===== config.mk =====
export PLATFORM = sky130hd
export DESIGN_NAME = pipe_stage_chain
export DESIGN_NICKNAME = d
export VERILOG_FILES = /design/src/rtl/pipe_stage_chain_pkg.sv /design/src/rtl/pipe_stage_chain_reg.sv /design/src/rtl/pipe_stage_chain.sv
export SDC_FILE = /design/constraint.sdc
export NUM_CORES = 1
export LEC_CHECK = 0
export CAP_MARGIN = 10
export CORE_UTILIZATION = 40
export CTS_CLUSTER_SIZE = 30
export DETAILED_ROUTE_END_ITERATION = 7
export GPL_ROUTABILITY_DRIVEN = 1
export PLACE_DENSITY = 0.79
export SYNTH_ARGS = -nofsm -noshare
export SYNTH_HDL_FRONTEND = slang
export SYNTH_HIERARCHICAL = 1
export SYNTH_SLANG_ARGS = --single-unit

===== constraint.sdc =====
create_clock -name clk -period 1.7 [get_ports clk]
set_input_delay 0.34 -clock clk [delete_from_list [all_inputs] [get_ports clk]]
set_output_delay 0.34 -clock clk [all_outputs]
set_load 0.03 [all_outputs]

===== src/rtl/pipe_stage_chain_pkg.sv =====
// Shared constants and helpers for the parametrised pipeline register chain.
// Occupancy counters are sized here so every user agrees on the width.
package pipe_stage_chain_pkg;

  localparam int unsigned MAX_DEPTH   = 64;
  localparam int unsigned STAGE_IDX_W = $clog2(MAX_DEPTH);

  // Bits needed to count 0..depth valid stages inclusive.
  function automatic int unsigned occ_width(input int unsigned depth);
    return (depth < 1) ? 1 : $clog2(depth + 1);
  endfunction

endpackage


===== src/rtl/pipe_stage_chain_reg.sv =====
// One pipeline slot: a valid bit plus payload with load and clear enables.
// Data only changes on a valid load, so bubbles leave the payload untouched.
module pipe_stage_reg #(
  parameter int WIDTH = 32
) (
  input  logic             clk,
  input  logic             rst,
  input  logic             load,
  input  logic             load_valid,
  input  logic [WIDTH-1:0] load_data,
  input  logic             clear,
  output logic             valid,
  output logic [WIDTH-1:0] data
);

  logic             valid_reg;
  logic [WIDTH-1:0] data_reg;

  always_ff @(posedge clk or posedge rst) begin
    if (rst) begin
      valid_reg <= 1'b0;
      data_reg  <= '0;
    end else if (clear) begin
      valid_reg <= 1'b0;
    end else if (load) begin
      valid_reg <= load_valid;
      if (load_valid) begin
        data_reg <= load_data;
      end
    end
  end

  assign valid = valid_reg;
  assign data  = data_reg;

endmodule


===== src/rtl/pipe_stage_chain.sv =====
// DEPTH-deep valid/ready register chain with stall, flush and occupancy count.
// COLLAPSE selects bubble-squeezing advance versus whole-chain lockstep hold.
module pipe_stage_chain
  import pipe_stage_chain_pkg::*;
#(
  parameter int WIDTH    = 32,
  parameter int DEPTH    = 3,
  parameter int COLLAPSE = 1
) (
  input  logic                         clk,
  input  logic                         rst,
  input  logic                         in_valid,
  output logic                         in_ready,
  input  logic [WIDTH-1:0]             in_data,
  output logic                         out_valid,
  input  logic                         out_ready,
  output logic [WIDTH-1:0]             out_data,
  input  logic                         stall,
  input  logic                         flush,
  output logic [DEPTH-1:0]             stage_valid,
  output logic [DEPTH*WIDTH-1:0]       stage_data,
  output logic [occ_width(DEPTH)-1:0]  occupancy
);

  localparam int OCC_W = occ_width(DEPTH);
  localparam logic [OCC_W-1:0] OCC_ONE = OCC_W'(1);

  logic [DEPTH-1:0] v;
  logic [DEPTH-1:0] adv;
  logic [DEPTH-1:0] ld;
  logic [DEPTH-1:0] clr;
  logic [DEPTH-1:0] src_v;
  logic [WIDTH-1:0] src_d [DEPTH];
  logic [WIDTH-1:0] q     [DEPTH];

  logic             a_last;
  logic             flush_eff;
  logic             accept;
  logic             xfer;
  logic [OCC_W-1:0] occ_reg;
  logic [OCC_W-1:0] occ_next;

  // A flush coinciding with a stall is dropped; the caller must hold it.
  assign flush_eff = flush & ~stall;
  assign a_last    = out_ready & ~stall;
  assign out_valid = v[DEPTH-1] & ~flush_eff;
  assign out_data  = q[DEPTH-1];

  // Collapsing: a stage may advance if any later stage is empty or the output drains.
  always_comb begin
    logic hole;
    hole = 1'b0;
    adv  = '0;
    adv[DEPTH-1] = a_last;
    for (int i = DEPTH - 2; i >= 0; i--) begin
      hole   = hole | ~v[i+1];
      adv[i] = (COLLAPSE != 0) ? (a_last | hole) : (a_last | ~out_valid);
    end
  end

  generate
    if (COLLAPSE != 0) begin : g_ready_collapse
      assign in_ready = (~v[0] | adv[0]) & ~stall & ~flush;
    end else begin : g_ready_lockstep
      assign in_ready = adv[0] & ~stall & ~flush;
    end
  endgenerate

  generate
    for (genvar gi = 0; gi < DEPTH; gi++) begin : g_stage
      if (gi == 0) begin : g_head
        assign ld[gi]    = in_ready;
        assign src_v[gi] = in_valid;
        assign src_d[gi] = in_data;
      end else begin : g_body
        assign ld[gi]    = adv[gi-1] & ~stall & ~flush;
        assign src_v[gi] = v[gi-1];
        assign src_d[gi] = q[gi-1];
      end

      // Emptied without a reload (or flushed): drop the valid bit.
      assign clr[gi] = flush_eff | (adv[gi] & ~stall & ~ld[gi]);

      pipe_stage_reg #(
        .WIDTH(WIDTH)
      ) u_reg (
        .clk        (clk),
        .rst        (rst),
        .load       (ld[gi]),
        .load_valid (src_v[gi]),
        .load_data  (src_d[gi]),
        .clear      (clr[gi]),
        .valid      (v[gi]),
        .data       (q[gi])
      );

      assign stage_data[gi*WIDTH +: WIDTH] = q[gi];
    end
  endgenerate

  assign stage_valid = v;

  assign accept = in_valid & in_ready;
  assign xfer   = out_valid & out_ready & ~stall;

  always_comb begin
    occ_next = occ_reg;
    if (flush_eff) begin
      occ_next = '0;
    end else if (accept && !xfer) begin
      occ_next = occ_reg + OCC_ONE;
    end else if (!accept && xfer) begin
      occ_next = occ_reg - OCC_ONE;
    end
  end

  always_ff @(posedge clk or posedge rst) begin
    if (rst) begin
      occ_reg <= '0;
    end else begin
      occ_reg <= occ_next;
    end
  end

  assign occupancy = occ_reg;

endmodule


==> out/summary.txt <==
commonest cells after routing, fill and taps aside: dlygate4sd2_1, dfrtp_1, mux2_4
Die ar.: 11800 µm²
# rows: 38
Initial Util: 0.415
minimum clock period: 1.66 ns
combinational power share: 0.446
Final HPWL DP: 7590 µm
core area: 11000 µm²
TritonCTS Sinks: 101
Vias/cell: 4.62
cells on worst reg2reg path: 6
clk slew on worst S/H paths: 0.07 ns
LEAKAGE: 0.00368 µW
vias in the first global route: 2852
crit end category: primary output
Ys Warns: 6
fin crit share: 0.977
initial antenna violation count: 0
metal2 WL: 5050 µm
CP required: 1.36 ns
Clock power frac: 0.202
Cell variety after synth: 19
final hold vios: 0
Avg WL per Cell: 17.2 µm
H-tree depth: 3
Inserted Diodes: 0
VDD IR max: 0.773 mV
IO Pins: 173
outcome: finished, final reports clean
most common cell after layout, fill and taps aside: dlygate4sd2_1
Worst-Skew Late Latency: 0.34 ns
share of layout cells above drive strength 1: 0.343
root buffer cell: clkbuf_16
uppermost layer routed: met4
Pre-antenna DRT Iters: 4
gpl congestion: 0.740
die width: 109 µm
reg2reg end: g_stage[0].u_reg/data[14]$_DFFE_PP0P_
pwr/cell area: 1660 nW/µm²
internal power: 6510 µW
DRC violations left: 0
crit-path max FO: 4
Worst-Margin Slew: 0.357 ns
RR Startpoint: g_stage[2].u_reg/valid$_DFFE_PP0P_
Fmax: 0.602 GHz
max reg flops: 96
Via Count: 2680
clock skew: 0.0116 ns
CP arrival: 1.32 ns
critical path class: reg2out
Syn Nets: 308
hold crit path type: in2async
met1 wire length: 4210 µm
clk buf depth: 2
post-synthesis area per instance: 16.9 µm²
NetSw: 4390 µW
Final ANT Viol Nets: 0
Routed met3 length: 477 µm
unrepaired setup endpoints after global routing: true
die height: 109 µm
Starting DRT DRC Count: 87
Hold WS: 0.285 ns
Post-Route WL: 9970 µm
fin. max-slew vios: 0
layout net count: 473
largest net degree at the start of global routing: 34
Synth-to-Final Area Change: 43.8%
#FFs+latches synth: 101
switching portion of total power: 0.403
max_cap viols: 0
Setup Viol. Count Final: 0
Seq pwr share: 0.352
CTS Buf Count: 9
Synth Instances: 270
GR Overflow Total: 0
register area share after synthesis: 0.554
GRT Total Usage: 0.178
Worst slew margin: 0.763
final core occ: 0.597
# port buffers: 172
r2r setup slk: 0.09 ns
startpoint types: register
first-pass GRT wire length: 15600 µm
Syn Std Cell Area: 4560 µm²
CTS tree: yes
[Yosys cell counts (all sizes together)]
master	number	share of area
a31oi	1	0.0014
buf	41	0.075
nand2b	3	0.0041
nand3b	3	0.013
and2b	2	0.0038
inv	5	0.0041
nor2b	2	0.0027
a21oi	1	0.0011
nor2	5	0.0041
mux2i	5	0.011
xor2	1	0.0019
mux2	96	0.31
a311oi	1	0.0058
xnor2	1	0.0019
or2	1	0.0019
and4bb	1	0.0027
dfrtp	101	0.55
[what timing repair did]
item,in CTS,in global routing
endpoints found under the setup margin,166,2
resized for setup,137,3
hold buffers,0,0
pin swaps,0,0
setup buffers,2,0
[routing by layer]
metal / vias up / GRT usage
li1: 1225 / -
met1: 1335 / 0.220
met2: 104 / 0.302
met3: 16 / 0.0335
met4: 0 / 0.0792
met5: - / 0
[power groups by stage]
| stage | Clock, µW | Combinational, µW | Sequential (µW) |
|---|---|---|---|
| 3_3_place_gp | 0 | 5540 | 3880 |
| 5_1_grt | 2360 | 5090 | 3970 |
| 4_1_cts | 2240 | 4910 | 3860 |
| 3_5_place_dp | 0 | 5600 | 3940 |
| 2_1_floorplan | 0 | 2060 | 5300 |
| 6_report | 2200 | 4860 | 3840 |
[through the flow]
| stage | cell area (µm²) | std cells | TNS, ns | setup WS (ns) | total power (µW) |
|---|---|---|---|---|---|
| CTS | 6540 | 580 | 0 | 0.00130 | 11000 |
| detailed placement | 6370 | 562 | -34.27 | -0.419 | 9540 |
| global placement | 6370 | 562 | -31.36 | -0.341 | 9430 |
| finish | 6560 | 580 | 0 | 0.0392 | 10900 |
| floorplan | 4590 | 270 | -0.609 | -0.0203 | 7360 |
| global route | 6560 | 580 | -0.00385 | -0.00385 | 11400 |
[worst max-delay path, stage by stage (launching register included)]
cell	delay [ns]
dfrtp_2	0.41
nor2b_4	0.14
a31oi_4	0.18
buf_6	0.13
buf_6	0.12
[cells by family after synthesis]
group,after synthesis,share of synthesized area
simple gates,17,0.0326
flops,101,0.554
mux,101,0.322
xor+xnor,2,0.00384
compound gates,3,0.00823
buf+inv,46,0.0790
[how the worst max path moves through the flow]
stage | from | to | slack, ns | depth (start not counted)
global route | g_stage[2].u_reg/valid$_DFFE_PP0P_ | in_ready | -0.004 | 4
global placement | stall | g_stage[2].u_reg/data[19]$_DFFE_PP0P_ | -0.34 | 6
CTS | g_stage[2].u_reg/valid$_DFFE_PP0P_ | in_ready | 0.001 | 4
floorplan | g_stage[2].u_reg/valid$_DFFE_PP0P_ | g_stage[0].u_reg/data[0]$_DFFE_PP0P_ | -0.02 | 5
detailed placement | stall | occupancy[1]$_DFFE_PP0P_ | -0.42 | 6
finish | g_stage[2].u_reg/valid$_DFFE_PP0P_ | in_ready | 0.04 | 4
[area by class of cell]
type                       count  area, µm²
inverter                       5       18.8
sequential                   101       2530
clock inverter                 7       98.8
clock buffer                   9        225
timing repair buffer         195       1810
fill                         905       4430
tap                          140        175
multi-input combinational    123       1700
(Power assumes the default switching activity.)
